==> config.mk <==
export PLATFORM = sky130hd
export DESIGN_NAME = atoi_parser_flat
export DESIGN_NICKNAME = d
export VERILOG_FILES = /design/src/rtl/atoi_parser_pkg.sv /design/src/rtl/mb8_io.sv /design/src/rtl/atoi_parser_digit.sv /design/src/rtl/atoi_parser.sv /design/src/flat_wrapper.sv
export SDC_FILE = /design/constraint.sdc
export NUM_CORES = 1
export LEC_CHECK = 0
export ABC_AREA = 1
export BUFFER_PORTS_ARGS = -buffer_cell sky130_fd_sc_hd__buf_2
export CAP_MARGIN = 20
export CORE_ASPECT_RATIO = 1.4
export CORE_MARGIN = 2
export CORE_UTILIZATION = 46
export CTS_CLUSTER_SIZE = 40
export DETAILED_ROUTE_END_ITERATION = 12
export PLACE_DENSITY = 0.73
export SLEW_MARGIN = 40
export SYNTH_ARGS = -nofsm -noshare
export SYNTH_HDL_FRONTEND = slang
export SYNTH_SLANG_ARGS = --single-unit
==> constraint.sdc <==
create_clock -name clk -period 4.5 [get_ports clk]
set_input_delay 0.9 -clock clk [delete_from_list [all_inputs] [get_ports clk]]
set_output_delay 0.9 -clock clk [all_outputs]
set_load 0.02 [all_outputs]
==> src/rtl/atoi_parser_pkg.sv <==
// Shared definitions for the number-conversion block.
//   state_t  : conversion FSM states
//   CH_*     : ASCII codes recognised while scanning a token
package atoi_parser_pkg;

  typedef enum logic [1:0] {
    IDLE  = 2'd0,
    WAIT  = 2'd1,
    PARSE = 2'd2,
    DONE  = 2'd3
  } state_t;

  localparam logic [7:0] CH_0     = 8'h30;
  localparam logic [7:0] CH_9     = 8'h39;
  localparam logic [7:0] CH_LA    = 8'h61;
  localparam logic [7:0] CH_LF    = 8'h66;
  localparam logic [7:0] CH_UA    = 8'h41;
  localparam logic [7:0] CH_UF    = 8'h46;
  localparam logic [7:0] CH_MINUS = 8'h2D;

endpackage

==> src/rtl/mb8_io.sv <==
// Byte-memory bus.
//   we : write enable
//   vi : write-data valid
//   ai : byte address
// Read data returns on a separate port one cycle after ai.
interface mb8_io #(
  parameter int ASZ = 17
);
  logic           we;
  logic           vi;
  logic [ASZ-1:0] ai;

  modport master (output we, output vi, output ai);
  modport slave  (input  we, input  vi, input  ai);
endinterface

==> src/rtl/atoi_parser_digit.sv <==
// Combinational digit decoder.
//   ch    : ASCII byte
//   hex   : 1 accepts a-f / A-F as well as 0-9
//   valid : ch is a digit in the selected radix
//   val   : digit value 0..15
module digit_dec
  import atoi_parser_pkg::*;
#(
  parameter int MSZ = 8
) (
  input  logic [MSZ-1:0] ch,
  input  logic           hex,
  output logic           valid,
  output logic [3:0]     val
);

  always_comb begin
    valid = 1'b0;
    val   = 4'd0;
    if (ch >= CH_0 && ch <= CH_9) begin
      valid = 1'b1;
      val   = 4'(ch - CH_0);
    end else if (hex && ch >= CH_LA && ch <= CH_LF) begin
      valid = 1'b1;
      val   = 4'(ch - CH_LA + 8'd10);
    end else if (hex && ch >= CH_UA && ch <= CH_UF) begin
      valid = 1'b1;
      val   = 4'(ch - CH_UA + 8'd10);
    end
  end

endmodule

==> src/rtl/atoi_parser.sv <==
// Signed decimal/hex string to integer converter.
//   clk, rst : clock, asynchronous active-low reset
//   en       : hold high for the whole conversion; low returns to idle
//   hex      : radix select, latched at start
//   tib      : address of first token character
//   ch       : memory read data for the address driven one cycle earlier
//   mb_if    : memory bus (read-only use: we=0, vi=0, ai=address)
//   bsy      : conversion in progress
//   vo       : result, valid when bsy falls, held until next start
module atoi_parser
  import atoi_parser_pkg::*;
#(
  parameter int ASZ = 17,
  parameter int DSZ = 32,
  parameter int MSZ = 8
) (
  input  logic           clk,
  input  logic           rst,
  input  logic           en,
  input  logic           hex,
  input  logic [ASZ-1:0] tib,
  input  logic [MSZ-1:0] ch,
  mb8_io.master          mb_if,
  output logic           bsy,
  output logic [DSZ-1:0] vo
);

  state_t         state, state_nx;
  logic [ASZ-1:0] ai;
  logic [DSZ-1:0] acc, acc_sh, acc_nx;
  logic           neg, first, hex_r;
  logic           dig_ok, is_minus;
  logic [3:0]     dig;

  digit_dec #(.MSZ(MSZ)) u_dec (
    .ch    (ch),
    .hex   (hex_r),
    .valid (dig_ok),
    .val   (dig)
  );

  // Sign is only honoured as the very first byte; later it delimits.
  assign is_minus = first && (ch == CH_MINUS);
  assign acc_sh   = hex_r ? (acc << 4) : ((acc << 3) + (acc << 1));
  assign acc_nx   = acc_sh + DSZ'(dig);

  always_ff @(posedge clk or negedge rst) begin
    if (!rst) state <= IDLE;
    else      state <= state_nx;
  end

  always_comb begin
    state_nx = state;
    case (state)
      IDLE:    if (en) state_nx = WAIT;
      WAIT:    state_nx = en ? PARSE : IDLE;
      PARSE:   if (!en) state_nx = IDLE;
               else if (!(is_minus || dig_ok)) state_nx = DONE;
      DONE:    if (!en) state_nx = IDLE;
      default: state_nx = IDLE;
    endcase
  end

  always_comb begin
    bsy         = (state == WAIT) || (state == PARSE);
    mb_if.we    = 1'b0;
    mb_if.vi    = 1'b0;
    mb_if.ai    = ai;
  end

  always_ff @(posedge clk or negedge rst) begin
    if (!rst) begin
      ai    <= '0;
      acc   <= '0;
      neg   <= 1'b0;
      first <= 1'b0;
      hex_r <= 1'b0;
      vo    <= '0;
    end else begin
      case (state)
        IDLE: if (en) begin
          ai    <= tib;
          acc   <= '0;
          neg   <= 1'b0;
          first <= 1'b1;
          hex_r <= hex;
        end
        WAIT: if (en) ai <= ai + 1'b1;
        PARSE: if (en) begin
          if (is_minus) begin
            neg   <= 1'b1;
            first <= 1'b0;
            ai    <= ai + 1'b1;
          end else if (dig_ok) begin
            acc   <= acc_nx;
            first <= 1'b0;
            ai    <= ai + 1'b1;
          end else begin
            // Delimiter: ai is left pointing one past it.
            vo <= neg ? (~acc + 1'b1) : acc;
          end
        end
        default: ;
      endcase
    end
  end

endmodule

==> src/flat_wrapper.sv <==
// flat-port wrapper written by rule: the top's interface ports become plain ports
module atoi_parser_flat import atoi_parser_pkg::*;
#(
  parameter int ASZ = 17,
  parameter int DSZ = 32,
  parameter int MSZ = 8
)
  (clk, rst, en, hex, tib, ch, bsy, vo, mb_if_we, mb_if_vi, mb_if_ai);
  mb8_io #(.ASZ(ASZ)) mb_if_i ();
  input  logic clk;
  input  logic rst;
  input  logic en;
  input  logic hex;
  input  logic [ASZ-1:0] tib;
  input  logic [MSZ-1:0] ch;
  output logic bsy;
  output logic [DSZ-1:0] vo;
  output wire logic [$bits(mb_if_i.we)-1:0] mb_if_we;
  output wire logic [$bits(mb_if_i.vi)-1:0] mb_if_vi;
  output wire logic [$bits(mb_if_i.ai)-1:0] mb_if_ai;
  assign mb_if_we = mb_if_i.we;
  assign mb_if_vi = mb_if_i.vi;
  assign mb_if_ai = mb_if_i.ai;
  atoi_parser #(.ASZ(ASZ), .DSZ(DSZ), .MSZ(MSZ)) u_core (.clk(clk), .rst(rst), .en(en), .hex(hex), .tib(tib), .ch(ch), .mb_if(mb_if_i), .bsy(bsy), .vo(vo));
endmodule
==> results of run 1 <==
## final timing paths
path / startpoint / endpoint / slack [ps] / cells past startpoint
hold / removal: rst / u_core.acc[28]$_DFFE_PN0P_ / 470 / 1
max in group asynchronous: rst / u_core.vo[8]$_DFFE_PN0P_ / 3390 / 2
setup reg to reg: u_core.hex_r$_DFFE_PN0P_ / u_core.acc[31]$_DFFE_PN0P_ / 1090 / 26
hold reg to reg: u_core.vo[31]$_DFFE_PN0P_ / u_core.vo[31]$_DFFE_PN0P_ / 470 / 2
setup / recovery: ch[1] / u_core.acc[31]$_DFFE_PN0P_ / 630 / 27
min in group clk: u_core.vo[31]$_DFFE_PN0P_ / u_core.vo[31]$_DFFE_PN0P_ / 470 / 2
## per-layer routing
metal  up-vias  routed length [um]  track usage
li1       4151                   -            -
met1      3650                8370        0.266
met2       198               10900        0.430
met3        89                 608       0.0326
met4         0                1740        0.173
met5         -                   0            0
## cell type report
type,instances,area share
Multi-Input combinational cell,946,0.559
Sequential cell,86,0.242
Inverter,191,0.0809
Timing Repair Buffer,85,0.0514
Tap cell,236,0.0332
Clock buffer,11,0.0273
Clock inverter,5,0.00660
## cell families (layout without fill, tap and decap cells)
group                      Yosys count  after routing  synth area share
AOI/OAI and AO/OA                  173            173             0.121
xor gates and xnor gates            35             35            0.0384
adders and majority gates           43             43            0.0693
buffers and inverters              220            292             0.108
DFF                                 86             86             0.270
other                                1              2          0.000470
and+or+nand+nor                    693            693             0.394
## worst register-to-register path, stage by stage, from the launching register on
cell and delay, ps:
dfrtp_1 340, inv_1 70, nor2_1 80, inv_1 50, nor4_2 300, nor2_2 100, inv_1 100, nand2_1 50
nor2_1 140, inv_1 80, fa_1 410, inv_1 90, nand2_1 60, nand2_1 50, nand2_1 60, a21oi_1 160
inv_1 80, nor2_1 110, nand2_1 90, nor2_2 110, nand4_1 130, nor2_2 180, nand2_2 90, nor2_2 120
nand4_1 90, nand3_1 90, nand2_1 50
## through the flow
step                      std cells  hold slack, ps
final                          1560             471
after global routing           1560             493
after CTS                      1560             477
after detailed placement       1544             462
after global placement         1543             461
after floorplan                1252             462
## layout by cell type (no fill, tap or decap), types with 8 or more instances in the layout
cell / count
a21oi_1: 48
a31oi_1: 8
buf_2: 77
clkbuf_16: 9
dfrtp_1: 86
ha_1: 41
inv_1: 172
inv_2: 14
nand2_1: 375
nand2_2: 25
nand3_1: 101
nand3_2: 13
nand4_1: 17
nor2_1: 97
nor2_2: 16
nor2_4: 11
nor3_1: 15
o21ai_0: 71
o21ai_1: 10
o22ai_1: 9
xor2_1: 32
## sequential cells by signal (all words and copies together) (netlist names)
name	count
u_core.acc	32
u_core.first	1
u_core.hex_r	1
u_core.mb_if.ai	17
u_core.neg	1
u_core.state	2
u_core.vo	32
## power breakdown
group | total, mW | switching, mW | internal [mW]
logic | 1.60 | 1.11 | 0.487
clock network | 0.763 | 0.317 | 0.446
registers | 1.03 | 0.121 | 0.908
total | 3.39 | 1.55 | 1.84
==> flow_metrics.env, run 1 <==
export IMPL_drt_wl_total_um=21600
export IMPL_grt_antenna_before_repair=0
export IMPL_fin_util=0.518
export IMPL_ant_nets=0
export IMPL_place_congestion=0.903
export IMPL_io_buffers=78
export IMPL_cp_max_fo=5
export IMPL_core_um2=17200
export IMPL_die_w_um=115
export IMPL_cts_buffers=9
export IMPL_htree_levels=3
export IMPL_cpPeakStageDelay_ps=410
export IMPL_cp_top_family="simple AND/OR/NAND/NOR gates"
export IMPL_ys_ff_latch=86
export IMPL_synthTopCellsByArea="dfrtp_1 (27%), nand2_1 (18%), inv_1 (8.1%), ha_1 (6.4%), nand3_1 (6.3%)"
export IMPL_drc=0
export IMPL_grt_first_pass_wirelength_um=36800
export IMPL_fin_crit_sh=0.861
export IMPL_slowest_stage="fa_1"
export IMPL_pin_count=81
export IMPL_die_area_um2=18400
export IMPL_rsz0062_at_grt="false"
export IMPL_min_period_ps=3870
export IMPL_place_area_um2=8600
export IMPL_cap_violations=0
export IMPL_relSlewSlack=0.497
export IMPL_powerDensity_nw_per_um2=381
export IMPL_cts_root_buffer="clkbuf_16"
export IMPL_grt_total_usage=0.245
export IMPL_vias=8088
export IMPL_setup_slack_ps=626
export IMPL_synth_main_ff_cell="dfrtp_1"
export IMPL_async_flop_share=1.00
export IMPL_critPathArrivalTime_ps=4110
export IMPL_grt_max_degree=63
export IMPL_p_leak_nw=4.59
export IMPL_die_h_um=160
export IMPL_status="finished clean"
export IMPL_synth_top_area_frac=0.270
export IMPL_setup_violations=0
export IMPL_cts_setup_buffers=0
export IMPL_dp_hpwl_um=17300
export IMPL_synth_cell_type_count=47
export IMPL_rows=57
export IMPL_grt_pass1_vias=8077
export IMPL_cts_tree="yes"
export IMPL_clockBufferDepth=2
export IMPL_hold_buffers=0
export IMPL_antennaDiodeCount=0
export IMPL_drt_iter0_markers=473
export IMPL_fin_setup_tns_ps=0
export IMPL_power_mw=3.39
export IMPL_synth_edf_count=0
export IMPL_critPathBufInv=6
export IMPL_design_area_um2=8900
export IMPL_insertion_delay_ps=350
export IMPL_maxSlewViolCount=0
export IMPL_synth_cells_most_frequent="nand2_1 (375), inv_1 (172), nand3_1 (101), nor2_1 (97), dfrtp_1 (86)"
export IMPL_multi_input_comb_area_um2=4980
export IMPL_drive_above_1_share=0.145
export IMPL_end_kind="flop"
export IMPL_syn2layout_area_growth_pct=11.5
export IMPL_viasPerCell=5.18
export IMPL_crit_top_cell="nand2_1"
export IMPL_min_path_type="primary input to async pin"
export IMPL_tightestPinTransition_ps=755
export IMPL_yosysWarnings=0
export IMPL_cts_repair_resized=0
export IMPL_syn_inst=1251
export IMPL_synth_seq_area_share=0.270
export IMPL_start_util=0.465
export IMPL_fmax_ghz=0.258
export IMPL_avgRoutedWirePerCell_um=13.9
export IMPL_critPathLaunchType="primary input"
export IMPL_syn_area_per_cell_um2=6.38
export IMPL_finalHoldViolations=0
export IMPL_syn_area_um2=7980
export IMPL_firstDrtPassIters=5
export IMPL_layout_nets=1391
export IMPL_crit_required_ps=4730
export IMPL_skew_ps=5.44
export IMPL_ir_drop_mv=0.405
export IMPL_nFillCells=1772
export IMPL_synth_top_area_cell="dfrtp_1"
export IMPL_synth_most_common_cell="nand2_1"
export IMPL_dp_worst_setup_slack_ps=281
export IMPL_regArea_um2=2150
export IMPL_grt_ovfl_total=0
export IMPL_clkSlewWorstSetupHoldPaths_ps=60
export IMPL_clock_sinks=86
export IMPL_critical_path_class="primary input to flop"
No activity file was read; power rests on OpenSTA's default activity.
==> inputs of run 2 (changes only) <==
--- a/config.mk
+++ b/config.mk
@@ -8,12 +8,14 @@
 export ABC_AREA = 1
 export BUFFER_PORTS_ARGS = -buffer_cell sky130_fd_sc_hd__buf_2
 export CAP_MARGIN = 20
+export CELL_PAD_IN_SITES_DETAIL_PLACEMENT = 0
+export CELL_PAD_IN_SITES_GLOBAL_PLACEMENT = 1
 export CORE_ASPECT_RATIO = 1.4
 export CORE_MARGIN = 2
-export CORE_UTILIZATION = 46
+export CORE_UTILIZATION = 43
 export CTS_CLUSTER_SIZE = 40
 export DETAILED_ROUTE_END_ITERATION = 12
-export PLACE_DENSITY = 0.73
+export PLACE_DENSITY = 0.9
 export SLEW_MARGIN = 40
 export SYNTH_ARGS = -nofsm -noshare
 export SYNTH_HDL_FRONTEND = slang
==> flow_metrics.env, run 2 (synthesis results as in run 1) <==
export IMPL_place_congestion=0.906
export IMPL_drt_iter0_markers=422
export IMPL_insertion_delay_ps=340
export IMPL_die_area_um2=19700
export IMPL_min_period_ps=3940
export IMPL_firstDrtPassIters=5
export IMPL_die_w_um=119
export IMPL_vias=8026
export IMPL_core_um2=18400
export IMPL_reg_top3="u_core.acc x32, u_core.vo x32, u_core.mb_if.ai x17"
export IMPL_drt_wl_total_um=22100
export IMPL_start_util=0.434
export IMPL_reg2reg_to="u_core.acc[31]$_DFFE_PN0P_"
export IMPL_die_h_um=165
export IMPL_r2r_cells=26
export IMPL_rows=59
export IMPL_drc=0
export IMPL_maxSlewViolCount=0
export IMPL_clock_sinks=86
export IMPL_critPathArrivalTime_ps=4170
export IMPL_grt_ovfl_total=0
export IMPL_end_kind="flop"
export IMPL_cts_root_buffer="clkbuf_16"
export IMPL_hold_buffers=0
export IMPL_cp_max_fo=5
export IMPL_avgRoutedWirePerCell_um=14.1
export IMPL_clockBufferDepth=2
export IMPL_grt_max_degree=63
export IMPL_cts_repair_resized=0
export IMPL_dp_hpwl_um=17700
export IMPL_layout_nets=1390
export IMPL_rsz0062_at_grt="false"
export IMPL_pin_count=81
export IMPL_cts_tree="yes"
export IMPL_finalHoldViolations=0
export IMPL_clkSlewWorstSetupHoldPaths_ps=70
export IMPL_rrSetupSlack_ps=1030
export IMPL_grt_total_usage=0.229
export IMPL_drive_above_1_share=0.144
export IMPL_viasPerCell=5.12
export IMPL_grt_pass1_vias=7596
export IMPL_grt_first_pass_wirelength_um=36700
export IMPL_htree_levels=3
export IMPL_power_mw=3.40
export IMPL_tightestPinTransition_ps=789
export IMPL_powerDensity_nw_per_um2=383
export IMPL_cts_setup_buffers=0
export IMPL_setup_slack_ps=561
export IMPL_critPathLaunchType="primary input"
export IMPL_critical_path_class="primary input to flop"
export IMPL_antennaDiodeCount=0
export IMPL_setup_violations=0
export IMPL_dp_cells=1551
export IMPL_crit_end="u_core.acc[31]$_DFFE_PN0P_"
export IMPL_cap_violations=0
export IMPL_io_buffers=78
export IMPL_design_area_um2=8890
export IMPL_status="finished clean"
export IMPL_fin_setup_tns_ps=0
export IMPL_layout_commonest_cell="nand2_1"
export IMPL_crit_required_ps=4740
export IMPL_timing_rr_start="u_core.hex_r$_DFFE_PN0P_"
export IMPL_grt_antenna_before_repair=0
export IMPL_place_area_um2=8590
export IMPL_min_path_type="flop to flop"
export IMPL_syn2layout_area_growth_pct=11.3
export IMPL_ant_nets=0
export IMPL_startpoint="ch[1]"
export IMPL_fmax_ghz=0.254
export IMPL_p_leak_nw=4.58
export IMPL_cts_buffers=9
export IMPL_fin_crit_sh=0.875
export IMPL_relSlewSlack=0.474
export IMPL_skew_ps=9.29
export IMPL_final_cell_mix="nand2_1 (375), inv_1 (172), nand3_1 (101)"
export IMPL_final_cells=1567
export IMPL_dp_worst_setup_slack_ps=216
export IMPL_ir_drop_mv=0.186
## run 2: metal layers
metal | GRT usage | vias up | wire length [um]
li1 | - | 4147 | -
met1 | 0.278 | 3631 | 9320
met2 | 0.415 | 205 | 11100
met3 | 0.0275 | 43 | 965
met4 | 0.0828 | 0 | 633
met5 | 0 | - | 0
## run 2: metrics by stage
stage / hold WS, ps / util
2_1_floorplan: 462 / -
3_3_place_gp: 458 / 0.467
3_5_place_dp: 460 / 0.467
4_1_cts: 478 / 0.484
5_1_grt: 497 / 0.484
6_report: 471 / 0.484
## run 2: layout make-up
cell class	instances	area, um2
fillers	1924	9490
multi-input cells	946	4980
flip-flops and latches	86	2150
inverters	191	721
repair buffers	84	438
well taps	244	305
clock buffers	10	229
clock inverters	6	67.6
## run 2: critical path, cell delays in order
cell and delay [ps]:
buf_2 120, inv_1 70, ha_1 150, o21ai_0 80, a21oi_1 280, inv_1 160
nand3_1 100, nand2_1 50, nor2_1 130, inv_1 80, fa_1 420, inv_1 90
nand2_1 50, nand2_1 60, nand2_1 60, a21oi_1 170, inv_1 80, nor2_1 100
nand2_1 80, nor2_2 120, nand4_1 130, nor2_2 200, nand2_2 90, nor2_2 130
nand4_1 100, nand3_1 100, nand2_1 50
## run 2: how the worst min path moves through the flow
stage / from / to / slack, ps / cells past startpoint
after floorplan: u_core.acc[31]$_DFFE_PN0P_ / u_core.acc[31]$_DFFE_PN0P_ / 460 / 2
after global placement: u_core.vo[31]$_DFFE_PN0P_ / u_core.vo[31]$_DFFE_PN0P_ / 460 / 2
after detailed placement: u_core.vo[31]$_DFFE_PN0P_ / u_core.vo[31]$_DFFE_PN0P_ / 460 / 2
after CTS: u_core.vo[31]$_DFFE_PN0P_ / u_core.vo[31]$_DFFE_PN0P_ / 480 / 2
after global routing: u_core.vo[22]$_DFFE_PN0P_ / u_core.vo[22]$_DFFE_PN0P_ / 500 / 2
final: u_core.vo[31]$_DFFE_PN0P_ / u_core.vo[31]$_DFFE_PN0P_ / 470 / 2
## run 2: where the power goes
group	internal (mW)	total, mW	switching (mW)
registers	0.907	1.03	0.122
clock network	0.433	0.752	0.319
logic	0.486	1.62	1.14
total	1.83	3.40	1.58
